===== src/rtl/rv32i_ctrl_pkg.sv =====
// Shared encodings for the RV32I multi-cycle controller: opcodes, FSM state codes,
// datapath mux selects and ALU operations, plus the funct3 legality rule.
package rv32i_ctrl_pkg;

   localparam logic [6:0] OP_R      = 7'b0110011;
   localparam logic [6:0] OP_I      = 7'b0010011;
   localparam logic [6:0] OP_LOAD   = 7'b0000011;
   localparam logic [6:0] OP_STORE  = 7'b0100011;
   localparam logic [6:0] OP_BRANCH = 7'b1100011;
   localparam logic [6:0] OP_JAL    = 7'b1101111;
   localparam logic [6:0] OP_JALR   = 7'b1100111;
   localparam logic [6:0] OP_LUI    = 7'b0110111;
   localparam logic [6:0] OP_AUIPC  = 7'b0010111;

   typedef enum logic [3:0] {
      S_FETCH   = 4'd0,
      S_DECODE  = 4'd1,
      S_EXEC_R  = 4'd2,
      S_EXEC_I  = 4'd3,
      S_ALU_WB  = 4'd4,
      S_MEM_ADR = 4'd5,
      S_MEM_RD  = 4'd6,
      S_MEM_WB  = 4'd7,
      S_MEM_WR  = 4'd8,
      S_BRANCH  = 4'd9,
      S_JAL     = 4'd10,
      S_JALR    = 4'd11,
      S_UPPER   = 4'd12,
      S_TRAP    = 4'd15
   } state_e;

   localparam logic [2:0] IMM_I = 3'b000;
   localparam logic [2:0] IMM_S = 3'b001;
   localparam logic [2:0] IMM_B = 3'b010;
   localparam logic [2:0] IMM_U = 3'b011;
   localparam logic [2:0] IMM_J = 3'b100;

   localparam logic [1:0] RES_ALU  = 2'b00;
   localparam logic [1:0] RES_MEM  = 2'b01;
   localparam logic [1:0] RES_PC4  = 2'b10;
   localparam logic [1:0] RES_IMM  = 2'b11;

   localparam logic [3:0] ALU_ADD  = 4'b0000;
   localparam logic [3:0] ALU_SUB  = 4'b0001;
   localparam logic [3:0] ALU_AND  = 4'b0010;
   localparam logic [3:0] ALU_OR   = 4'b0011;
   localparam logic [3:0] ALU_XOR  = 4'b0100;
   localparam logic [3:0] ALU_SLL  = 4'b0101;
   localparam logic [3:0] ALU_SRL  = 4'b0110;
   localparam logic [3:0] ALU_SRA  = 4'b0111;
   localparam logic [3:0] ALU_SLT  = 4'b1000;
   localparam logic [3:0] ALU_SLTU = 4'b1001;

   // Reserved funct3 values for loads, stores, branches and JALR trap in DECODE.
   function automatic logic funct3_legal(input logic [6:0] op, input logic [2:0] f3);
      logic ok;
      ok = 1'b1;
      case (op)
         OP_LOAD:   ok = !((f3 == 3'b011) || (f3 == 3'b110) || (f3 == 3'b111));
         OP_STORE:  ok = (f3 < 3'b011);
         OP_BRANCH: ok = !((f3 == 3'b010) || (f3 == 3'b011));
         OP_JALR:   ok = (f3 == 3'b000);
         default:   ok = 1'b1;
      endcase
      return ok;
   endfunction

endpackage


===== src/rtl/rv32i_multicycle_controller_if.sv =====
// Control bundle between the multi-cycle controller (master) and the RV32I datapath (slave).
interface rv32i_multicycle_controller_if;

   logic [6:0] Op;
   logic [2:0] Funct3;
   logic       Funct7;
   logic       Z;
   logic       IQF;
   logic       IRWrite;
   logic       PCWrite;
   logic       PCSrc;
   logic       JALR;
   logic       AUIPC;
   logic       ALUSrc;
   logic [2:0] ImmSrc;
   logic [3:0] ALUControl;
   logic [1:0] ResultSrc;
   logic       RegWrite;
   logic       MemWrite;
   logic [2:0] Size;
   logic       Instr_Done;
   logic       Illegal;
   logic [3:0] State;

   modport master (
      input  Op, Funct3, Funct7, Z, IQF,
      output IRWrite, PCWrite, PCSrc, JALR, AUIPC, ALUSrc, ImmSrc, ALUControl,
             ResultSrc, RegWrite, MemWrite, Size, Instr_Done, Illegal, State
   );

   modport slave (
      output Op, Funct3, Funct7, Z, IQF,
      input  IRWrite, PCWrite, PCSrc, JALR, AUIPC, ALUSrc, ImmSrc, ALUControl,
             ResultSrc, RegWrite, MemWrite, Size, Instr_Done, Illegal, State
   );

endinterface


===== src/rtl/rv32i_alu_decoder.sv =====
// Maps funct3/funct7[5] to an ALU operation for register and immediate ALU instructions.
module rv32i_alu_decoder
   import rv32i_ctrl_pkg::*;
(
   input  logic [2:0] i_funct3,
   input  logic       i_funct7,
   input  logic       i_rtype,
   output logic [3:0] o_alu_control
);

   // SUB exists only for R-type; for immediates bit 30 is part of the constant.
   always_comb begin
      o_alu_control = ALU_ADD;
      case (i_funct3)
         3'b000: begin
            if (i_rtype && i_funct7) o_alu_control = ALU_SUB;
            else                     o_alu_control = ALU_ADD;
         end
         3'b001: o_alu_control = ALU_SLL;
         3'b010: o_alu_control = ALU_SLT;
         3'b011: o_alu_control = ALU_SLTU;
         3'b100: o_alu_control = ALU_XOR;
         3'b101: begin
            if (i_funct7) o_alu_control = ALU_SRA;
            else          o_alu_control = ALU_SRL;
         end
         3'b110: o_alu_control = ALU_OR;
         3'b111: o_alu_control = ALU_AND;
         default: o_alu_control = ALU_ADD;
      endcase
   end

endmodule


===== src/rtl/rv32i_multicycle_controller.sv =====
// Multi-cycle sequencing FSM for RV32I: Moore control outputs decoded from the state
// register, with write enables forced low while reset is asserted.
module rv32i_multicycle_controller
   import rv32i_ctrl_pkg::*;
(
   input  logic                                clk,
   input  logic                                reset,
   rv32i_multicycle_controller_if.master      ctrl
);

   state_e     r_state;
   logic       r_illegal;
   state_e     w_dispatch;
   logic       w_rtype;
   logic [3:0] w_alu_dec;
   logic       w_taken;

   logic       w_irwrite;
   logic       w_pcwrite;
   logic       w_pcsrc;
   logic       w_jalr;
   logic       w_auipc;
   logic       w_alusrc;
   logic [2:0] w_immsrc;
   logic [3:0] w_alu;
   logic [1:0] w_resultsrc;
   logic       w_regwrite;
   logic       w_memwrite;

   assign w_rtype = (r_state == S_EXEC_R);

   rv32i_alu_decoder u_alu_dec (
      .i_funct3      (ctrl.Funct3),
      .i_funct7      (ctrl.Funct7),
      .i_rtype       (w_rtype),
      .o_alu_control (w_alu_dec)
   );

   // Opcode dispatch out of DECODE, including reserved-funct3 traps.
   always_comb begin
      w_dispatch = S_TRAP;
      case (ctrl.Op)
         OP_R:      w_dispatch = S_EXEC_R;
         OP_I:      w_dispatch = S_EXEC_I;
         OP_LOAD:   w_dispatch = S_MEM_ADR;
         OP_STORE:  w_dispatch = S_MEM_ADR;
         OP_BRANCH: w_dispatch = S_BRANCH;
         OP_JAL:    w_dispatch = S_JAL;
         OP_JALR:   w_dispatch = S_JALR;
         OP_LUI:    w_dispatch = S_UPPER;
         OP_AUIPC:  w_dispatch = S_UPPER;
         default:   w_dispatch = S_TRAP;
      endcase
      if (!funct3_legal(ctrl.Op, ctrl.Funct3)) w_dispatch = S_TRAP;
      else                                     w_dispatch = w_dispatch;
   end

   // Branch resolution from the compare flags of this cycle's ALU pass.
   always_comb begin
      w_taken = 1'b0;
      case (ctrl.Funct3)
         3'b000:  w_taken = ctrl.Z;
         3'b001:  w_taken = !ctrl.Z;
         3'b100:  w_taken = ctrl.IQF;
         3'b110:  w_taken = ctrl.IQF;
         3'b101:  w_taken = !ctrl.IQF;
         3'b111:  w_taken = !ctrl.IQF;
         default: w_taken = 1'b0;
      endcase
   end

   // State register and sticky trap flag; TRAP is left only through reset.
   always_ff @(posedge clk) begin
      if (reset) begin
         r_state   <= S_FETCH;
         r_illegal <= 1'b0;
      end else begin
         case (r_state)
            S_FETCH:   r_state <= S_DECODE;
            S_DECODE: begin
               r_state <= w_dispatch;
               if (w_dispatch == S_TRAP) r_illegal <= 1'b1;
            end
            S_EXEC_R:  r_state <= S_ALU_WB;
            S_EXEC_I:  r_state <= S_ALU_WB;
            S_ALU_WB:  r_state <= S_FETCH;
            S_MEM_ADR: r_state <= (ctrl.Op == OP_STORE) ? S_MEM_WR : S_MEM_RD;
            S_MEM_RD:  r_state <= S_MEM_WB;
            S_MEM_WB:  r_state <= S_FETCH;
            S_MEM_WR:  r_state <= S_FETCH;
            S_BRANCH:  r_state <= S_FETCH;
            S_JAL:     r_state <= S_FETCH;
            S_JALR:    r_state <= S_FETCH;
            S_UPPER:   r_state <= S_FETCH;
            S_TRAP:    r_state <= S_TRAP;
            default: begin
               r_state   <= S_TRAP;
               r_illegal <= 1'b1;
            end
         endcase
      end
   end

   // Per-state control decode; anything not set for a state stays 0.
   always_comb begin
      w_irwrite   = 1'b0;
      w_pcwrite   = 1'b0;
      w_pcsrc     = 1'b0;
      w_jalr      = 1'b0;
      w_auipc     = 1'b0;
      w_alusrc    = 1'b0;
      w_immsrc    = IMM_I;
      w_alu       = ALU_ADD;
      w_resultsrc = RES_ALU;
      w_regwrite  = 1'b0;
      w_memwrite  = 1'b0;
      case (r_state)
         S_FETCH:  w_irwrite = 1'b1;
         S_EXEC_R: w_alu = w_alu_dec;
         S_EXEC_I: begin
            w_alusrc = 1'b1;
            w_alu    = w_alu_dec;
         end
         S_ALU_WB: begin
            w_regwrite = 1'b1;
            w_pcwrite  = 1'b1;
         end
         S_MEM_ADR: begin
            w_alusrc = 1'b1;
            w_immsrc = (ctrl.Op == OP_STORE) ? IMM_S : IMM_I;
         end
         S_MEM_WB: begin
            w_regwrite  = 1'b1;
            w_resultsrc = RES_MEM;
            w_pcwrite   = 1'b1;
         end
         S_MEM_WR: begin
            w_memwrite = 1'b1;
            w_pcwrite  = 1'b1;
         end
         S_BRANCH: begin
            w_immsrc  = IMM_B;
            w_pcwrite = 1'b1;
            w_pcsrc   = w_taken;
            if (!ctrl.Funct3[2])     w_alu = ALU_SUB;
            else if (ctrl.Funct3[1]) w_alu = ALU_SLTU;
            else                     w_alu = ALU_SLT;
         end
         S_JAL: begin
            w_immsrc    = IMM_J;
            w_regwrite  = 1'b1;
            w_resultsrc = RES_PC4;
            w_pcwrite   = 1'b1;
            w_pcsrc     = 1'b1;
         end
         S_JALR: begin
            w_alusrc    = 1'b1;
            w_jalr      = 1'b1;
            w_regwrite  = 1'b1;
            w_resultsrc = RES_PC4;
            w_pcwrite   = 1'b1;
         end
         S_UPPER: begin
            w_immsrc   = IMM_U;
            w_regwrite = 1'b1;
            w_pcwrite  = 1'b1;
            if (ctrl.Op == OP_AUIPC) begin
               w_auipc     = 1'b1;
               w_alusrc    = 1'b1;
               w_resultsrc = RES_ALU;
            end else begin
               w_resultsrc = RES_IMM;
            end
         end
         default: w_irwrite = 1'b0;
      endcase
   end

   assign ctrl.IRWrite    = w_irwrite  & ~reset;
   assign ctrl.PCWrite    = w_pcwrite  & ~reset;
   assign ctrl.RegWrite   = w_regwrite & ~reset;
   assign ctrl.MemWrite   = w_memwrite & ~reset;
   assign ctrl.Instr_Done = w_pcwrite  & ~reset;
   assign ctrl.PCSrc      = w_pcsrc;
   assign ctrl.JALR       = w_jalr;
   assign ctrl.AUIPC      = w_auipc;
   assign ctrl.ALUSrc     = w_alusrc;
   assign ctrl.ImmSrc     = w_immsrc;
   assign ctrl.ALUControl = w_alu;
   assign ctrl.ResultSrc  = w_resultsrc;
   assign ctrl.Size       = ctrl.Funct3;
   assign ctrl.Illegal    = r_illegal;
   assign ctrl.State      = r_state;

endmodule


===== src/flat_wrapper.sv =====
// flat-port wrapper written by rule: the top's interface ports become plain ports
module rv32i_multicycle_controller_flat import rv32i_ctrl_pkg::*;
  (clk, reset, ctrl_Op, ctrl_Funct3, ctrl_Funct7, ctrl_Z, ctrl_IQF, ctrl_IRWrite, ctrl_PCWrite, ctrl_PCSrc, ctrl_JALR, ctrl_AUIPC, ctrl_ALUSrc, ctrl_ImmSrc, ctrl_ALUControl, ctrl_ResultSrc, ctrl_RegWrite, ctrl_MemWrite, ctrl_Size, ctrl_Instr_Done, ctrl_Illegal, ctrl_State);
  rv32i_multicycle_controller_if ctrl_i ();
  input  logic clk;
  input  logic reset;
  input wire logic [$bits(ctrl_i.Op)-1:0] ctrl_Op;
  input wire logic [$bits(ctrl_i.Funct3)-1:0] ctrl_Funct3;
  input wire logic [$bits(ctrl_i.Funct7)-1:0] ctrl_Funct7;
  input wire logic [$bits(ctrl_i.Z)-1:0] ctrl_Z;
  input wire logic [$bits(ctrl_i.IQF)-1:0] ctrl_IQF;
  output wire logic [$bits(ctrl_i.IRWrite)-1:0] ctrl_IRWrite;
  output wire logic [$bits(ctrl_i.PCWrite)-1:0] ctrl_PCWrite;
  output wire logic [$bits(ctrl_i.PCSrc)-1:0] ctrl_PCSrc;
  output wire logic [$bits(ctrl_i.JALR)-1:0] ctrl_JALR;
  output wire logic [$bits(ctrl_i.AUIPC)-1:0] ctrl_AUIPC;
  output wire logic [$bits(ctrl_i.ALUSrc)-1:0] ctrl_ALUSrc;
  output wire logic [$bits(ctrl_i.ImmSrc)-1:0] ctrl_ImmSrc;
  output wire logic [$bits(ctrl_i.ALUControl)-1:0] ctrl_ALUControl;
  output wire logic [$bits(ctrl_i.ResultSrc)-1:0] ctrl_ResultSrc;
  output wire logic [$bits(ctrl_i.RegWrite)-1:0] ctrl_RegWrite;
  output wire logic [$bits(ctrl_i.MemWrite)-1:0] ctrl_MemWrite;
  output wire logic [$bits(ctrl_i.Size)-1:0] ctrl_Size;
  output wire logic [$bits(ctrl_i.Instr_Done)-1:0] ctrl_Instr_Done;
  output wire logic [$bits(ctrl_i.Illegal)-1:0] ctrl_Illegal;
  output wire logic [$bits(ctrl_i.State)-1:0] ctrl_State;
  assign ctrl_i.Op = ctrl_Op;
  assign ctrl_i.Funct3 = ctrl_Funct3;
  assign ctrl_i.Funct7 = ctrl_Funct7;
  assign ctrl_i.Z = ctrl_Z;
  assign ctrl_i.IQF = ctrl_IQF;
  assign ctrl_IRWrite = ctrl_i.IRWrite;
  assign ctrl_PCWrite = ctrl_i.PCWrite;
  assign ctrl_PCSrc = ctrl_i.PCSrc;
  assign ctrl_JALR = ctrl_i.JALR;
  assign ctrl_AUIPC = ctrl_i.AUIPC;
  assign ctrl_ALUSrc = ctrl_i.ALUSrc;
  assign ctrl_ImmSrc = ctrl_i.ImmSrc;
  assign ctrl_ALUControl = ctrl_i.ALUControl;
  assign ctrl_ResultSrc = ctrl_i.ResultSrc;
  assign ctrl_RegWrite = ctrl_i.RegWrite;
  assign ctrl_MemWrite = ctrl_i.MemWrite;
  assign ctrl_Size = ctrl_i.Size;
  assign ctrl_Instr_Done = ctrl_i.Instr_Done;
  assign ctrl_Illegal = ctrl_i.Illegal;
  assign ctrl_State = ctrl_i.State;
  rv32i_multicycle_controller u_core (.clk(clk), .reset(reset), .ctrl(ctrl_i));
endmodule

===== config.mk =====
export PLATFORM = sky130hd
export DESIGN_NAME = rv32i_multicycle_controller_flat
export DESIGN_NICKNAME = d
export VERILOG_FILES = /design/src/rtl/rv32i_ctrl_pkg.sv /design/src/rtl/rv32i_multicycle_controller_if.sv /design/src/rtl/rv32i_alu_decoder.sv /design/src/rtl/rv32i_multicycle_controller.sv /design/src/flat_wrapper.sv
export SDC_FILE = /design/constraint.sdc
export NUM_CORES = 1
export LEC_CHECK = 0
export ABC_AREA = 0
export CAP_MARGIN = 0
export CORE_MARGIN = 2
export CORE_UTILIZATION = 42
export DETAILED_ROUTE_END_ITERATION = 16
export PLACE_DENSITY = 0.78
export SLEW_MARGIN = 30
export SYNTH_ARGS = -nofsm -noshare
export SYNTH_HDL_FRONTEND = slang
export SYNTH_SLANG_ARGS = --single-unit

===== constraint.sdc =====
create_clock -name clk -period 1.5 [get_ports clk]
set_input_delay 0.225 -clock clk [delete_from_list [all_inputs] [get_ports clk]]
set_output_delay 0.225 -clock clk [all_outputs]
set_load 0.01 [all_outputs]

* Word-level counts from Yosys, hierarchy flattened *
Cells that the tools add are included.

word-level totals
  register bits = 5
  input bits = 15
  word-level logic and storage cells = 88

cells by class
  magnitude comparators = 1
  eq/ne operators = 31
  muxes and demuxes = 27
  bitwise operators = 6
  reduce and logical (&&, ||, !) cells = 21

operators by type and width
  cell                                                              count
  4-bit case mux with 8 select lines                                1
  4-bit == test (second input constant)                             7
  4-bit case mux with 7 select lines                                1
  4-bit case mux with 6 select lines                                1
  7-bit by 6-bit == test with 1-bit output (second input constant)  3
  7-bit == test (second input constant)                             3
  4-bit by 3-bit == test with 1-bit output (second input constant)  4
  7-bit by 5-bit == test with 1-bit output (second input constant)  2
  13-bit OR reduction                                               1
  3-bit == test (second input constant)                             4
  1-bit two-way mux                                                 12
  4-bit two-way mux                                                 3
  3-bit case mux with 4 select lines                                1
  2-bit OR reduction                                                6
  4-bit by 2-bit == test with 1-bit output (second input constant)  2
  1-bit case mux with 4 select lines                                2
  4-bit case mux with 2 select lines                                1
  7-bit by 2-bit == test with 1-bit output (second input constant)  1
  7-bit OR reduction                                                1
  3-bit by 2-bit == test with 1-bit output (second input constant)  2
  1-bit case mux with 2 select lines                                3
  2-bit case mux with 3 select lines                                1
  5-bit OR reduction                                                1
  1-bit AND                                                         4
  other kinds (13)                                                  19

* Depth between registers and ports, before layout *
  depth in word-level cells = 9
  gate-level depth with buffers = 6

* Hierarchy *
From an unflattened synthesis, not the netlist that was laid out.

second synthesis, totals
  cell total of the unflattened synthesis = 132
  area total of the unflattened synthesis = 940.9 um^2

by module, submodules not included
  module                       instances  cells each  area each (um^2)  sequential area each (um^2)
  rv32i_multicycle_controller  1          123         878.3             100.1
  rv32i_alu_decoder            1          9           62.6              0.0

* Worst setup path after synthesis *
No wires, ideal clock.

  path type = register -> output
  start = reg u_core.r_state[1], in the netlist u_core.ctrl.State[1]
  end = out ctrl_PCWrite
  arrival time = 1.403 ns
  required time = 1.275 ns
  path slack = -0.128 ns
  cell stages (with the launch flop) = 7
  buffers on the path = 2
  path through = dfxtp_1 -> buf_6 -> inv_1 -> nor3_1 -> o21ai_0 -> a21oi_1 -> buf_4

between the ends
  word-level cells in the longest chain between the ends = 4
  elaborated cells on any way between the ends = 10
  those cells by class = eq/ne: 7; mux: 1; bitwise: 1; reduce/logical: 1

RTL lines
  element                                                                           line                                source
  start: declaration                                                                rv32i_multicycle_controller.sv:11   state_e r_state;
  start signal: assignment                                                          rv32i_multicycle_controller.sv:81   r_state <= w_dispatch;
  start signal: assignment                                                          rv32i_multicycle_controller.sv:87   S_MEM_ADR: r_state <= (ctrl.Op == OP_STORE) ? S_MEM_WR : S_MEM_RD;
  4-bit by 3-bit == test with 1-bit output / 4-bit == test (equally long branches)  rv32i_multicycle_controller.sv:117  case (r_state)
  7-bit OR reduction (no source line) (*)                                           n/a
  1-bit two-way mux (*)                                                             rv32i_multicycle_controller.sv:117
  1-bit AND (*)                                                                     n/a
  end: declaration                                                                  flat_wrapper.sv:13                  output wire logic [$bits(ctrl_i.PCWrite)-1:0] ctrl_PCWrite;

Mark *: on every way between the ends. The rest lies on a longest branch, timed or not.

* Worst setup path after layout *
  start = reg u_core.r_state[1], in the netlist u_core.ctrl.State[1]
  end = out ctrl_ResultSrc[0]

between the ends
  word-level cells in the longest chain between the ends = 3
  elaborated cells on any way between the ends = 6
  those cells by class = eq/ne: 4; mux: 1; reduce/logical: 1

RTL lines
  element                                 line                                source
  4-bit == test                           rv32i_multicycle_controller.sv:117
  2-bit OR reduction (no source line)     n/a
  2-bit case mux with 3 select lines (*)  rv32i_multicycle_controller.sv:117
  end: declaration                        flat_wrapper.sv:20                  output wire logic [$bits(ctrl_i.ResultSrc)-1:0] ctrl_ResultSrc;

Marks and branches as above.

==> metrics.cfg <==
[layout]
final_common_cell = buf_4
most-common-layout-cells = buf_4 (42), buf_2 (22), buf_6 (16), nand2_1 (9), dlygate4sd2_1 (8)
final_layout_size_suffix_gt1_share_pct = 60.6
fin_util_pct = 92.9
final.fill_count = 76
nNetsFinal = 234
n_antenna_cell = 0
area_delta_synth_final_pct = 103
design_area_um2 = 1860
stdcell_count = 245

[pwr]
ir_drop_mv = 1.10
swShare_pct = 47.2
p_leak_uw = 0.000844
seqPwrFrac_pct = 12.1
p_switching_uw = 1020
internal-power_uw = 1140
p_clk_share_pct = 8.2
p_per_area_nw_per_um2 = 1160
p_comb_share_pct = 79.7

[timing]
tightest_slew_ps = 283
maxSlewHeadroom_pct = 80.9
fin_worst_skew_ps = 3.46
worst_slack_ps = -276
post-route-min-period_ps = 1780
timing.fmax_mhz = 563
rsz0062_at_grt = true
hold_viol = 0
timing.hold.ws_ps = 638
final.period_utilization_pct = 118
slew_viol_final = 0
setup_viol = 21

[worst_setup_path]
path_class = reg2out
crit_path_cell_trace = buf_6, buf_6, nor2_4, a31oi_1, nor2b_1, buf_2
rr_startpoint = u_core.ctrl.State[1]$_SDFF_PP0_
cp-end-kind = output pin
crit_path_max_incr_delay_ps = 380
cp_slowest_cell = dfxtp_4
cp.required_ps = 1270
critPathLaunchType = flip-flop
critical_path.most_common_cell = buf_6
startpoint = u_core.ctrl.State[1]$_SDFF_PP0_
cp.arrival_ps = 1550
crit_fanout = 6

[global_routing]
grt.total_usage_pct = 35.8
grt_remaining_overflow = 0
first_global_vias = 1477
grt_pass1_wl_mm = 6.89
grt_max_degree = 12
grt_antenna_before_repair = 0

[floorplan]
fp.dieW_um = 50.7
rows = 16
core_area_um2 = 2000
start_util_pct = 45.7
ios = 41
die_area_um2 = 2570
die_h_um = 50.7

[placed_design]
portBuffers = 40
dpl_cell_area_um2 = 1520
dp_hpwl_mm = 2.52
dp.cells = 219
post-place-ws_ps = -888
gp_congestion = 0.860

[cts]
cts_hold_buffers = 0
htree_num_levels = 1
clk_latency_ps = 260
clockRootBuffer = clkbuf_4
clk_transition_reported_paths_ps = 50
cts_made_buffers = 3
cts_tree = yes
numClockSinks = 5
clk_path_buf_depth = 2

[run_status]
run_status = finished, violations left
violations = negative setup slack

[synthesis]
ys_ff_latch = 5
yosys_most_used_dff = dfxtp_1
synth_nets = 145
avgSynthCellArea_um2 = 7.05
synth_area_um2 = 916
synth_edf_count = 0
synth-seq-area-share_pct = 10.9
synth_warnings = 0
syn_inst = 130
async_flop_share_pct = 0
synthDistinctLibCells = 45

[drt]
drt-total-wl_mm = 5.70
avgViaCountPerCell = 6.74
drt-pass1-iter-count = 7
drtAntennaViolNets = 0
vias = 1651
drc = 0
wl_per_cell_um = 23.3
drt_iter0_markers = 121

[job]
maxCapViolations = 0

[hold_path]
hp-start = ctrl_Op[0]
hold_path_class = in2reg

-- worst paths after layout --
path,end,slack [ps],cells after the start
setup reg to reg,u_core.ctrl.Illegal$_SDFFE_PP0P_,-110,7
hold / removal,u_core.ctrl.Illegal$_SDFFE_PP0P_,640,5
hold reg to reg,u_core.ctrl.Illegal$_SDFFE_PP0P_,730,2
setup / recovery,ctrl_ResultSrc[0],-280,6
-- sequential cells by signal, summed over array words and instances (netlist names) --
signal,flops
u_core.ctrl.Illegal,1
u_core.ctrl.State,4
-- power groups by stage --
stage          logic [µW]  registers (µW)  clock network [µW]
2_1_floorplan         530             238                   0
3_3_place_gp         1060             220                   0
3_5_place_dp         1080             223                   0
4_1_cts              1320             236                 165
5_1_grt              1760             264                 203
6_report             1720             262                 176
-- kinds of logic (layout without fill, tap and decap cells) --
group / count (synthesis) / after routing / synth area share, %
buf+inv: 17 / 105 / 13.4
flops: 5 / 5 / 10.9
xor+xnor: 4 / 4 / 3.82
compound gates: 35 / 35 / 25.5
simple gates: 69 / 69 / 46.3
-- repair_timing --
action	CTS	global route
setup endpoints to repair	29	24
gates resized for setup	143	37
pin swaps	22	12
gates cloned	1	0
buffers inserted	16	5
-- critical path, delay by kind of cell (launching register included) --
kind / cells / cell delay, ps
buf+inv: 3 / 430
compound gates: 1 / 150
simple gates: 2 / 330
flops: 1 / 380
-- final cells by class --
type	instances	area, µm²	share of cell area [%]
inverters	2	7.51	0.403
multi-input cells	108	887	47.7
clock buffers	4	26.3	1.41
flip-flops and latches	5	113	6.05
well taps	27	33.8	1.82
repair buffers	99	793	42.6
-- stage by stage --
| step | TNS (ps) | total power (µW) |
|---|---|---|
| final | -2520 | 2160 |
| after detailed placement | -10800 | 1300 |
| after global placement | -9860 | 1280 |
| after CTS | -705 | 1720 |
| after global routing | -3500 | 2230 |
| after floorplan | 0 | 768 |
-- synthesized netlist by cell type, types with 2 or more instances --
cell	number	share of area [%]
a21boi_0	2	1.6
a21oi_1	10	5.5
a221oi_1	2	1.9
a31oi_1	3	2.0
and3b_1	3	2.9
buf_2	3	1.6
buf_4	4	3.3
buf_6	3	3.7
clkbuf_1	2	0.82
dfxtp_1	5	11
inv_1	2	0.82
nand2_1	11	4.5
nand2b_1	6	4.1
nand3_1	5	2.7
nand3b_1	2	1.6
nand4_1	3	2.0
nand4b_1	2	1.9
nor2_1	9	3.7
nor2b_1	8	5.5
nor3_1	6	3.3
nor4b_1	2	1.9
o211ai_1	2	1.6
o21ai_0	7	3.8
o22ai_1	2	1.4
or2b_1	3	2.5
xor2_1	4	3.8
-- metal layers --
layer / up-vias / GRT usage [%] / routed length (µm)
li1: 654 / - / -
met1: 743 / 40.2 / 2010
met2: 198 / 63.4 / 2520
met3: 56 / 6.25 / 719
met4: 0 / 19.8 / 451
met5: - / 0 / 0
(Power assumes the default switching activity.)
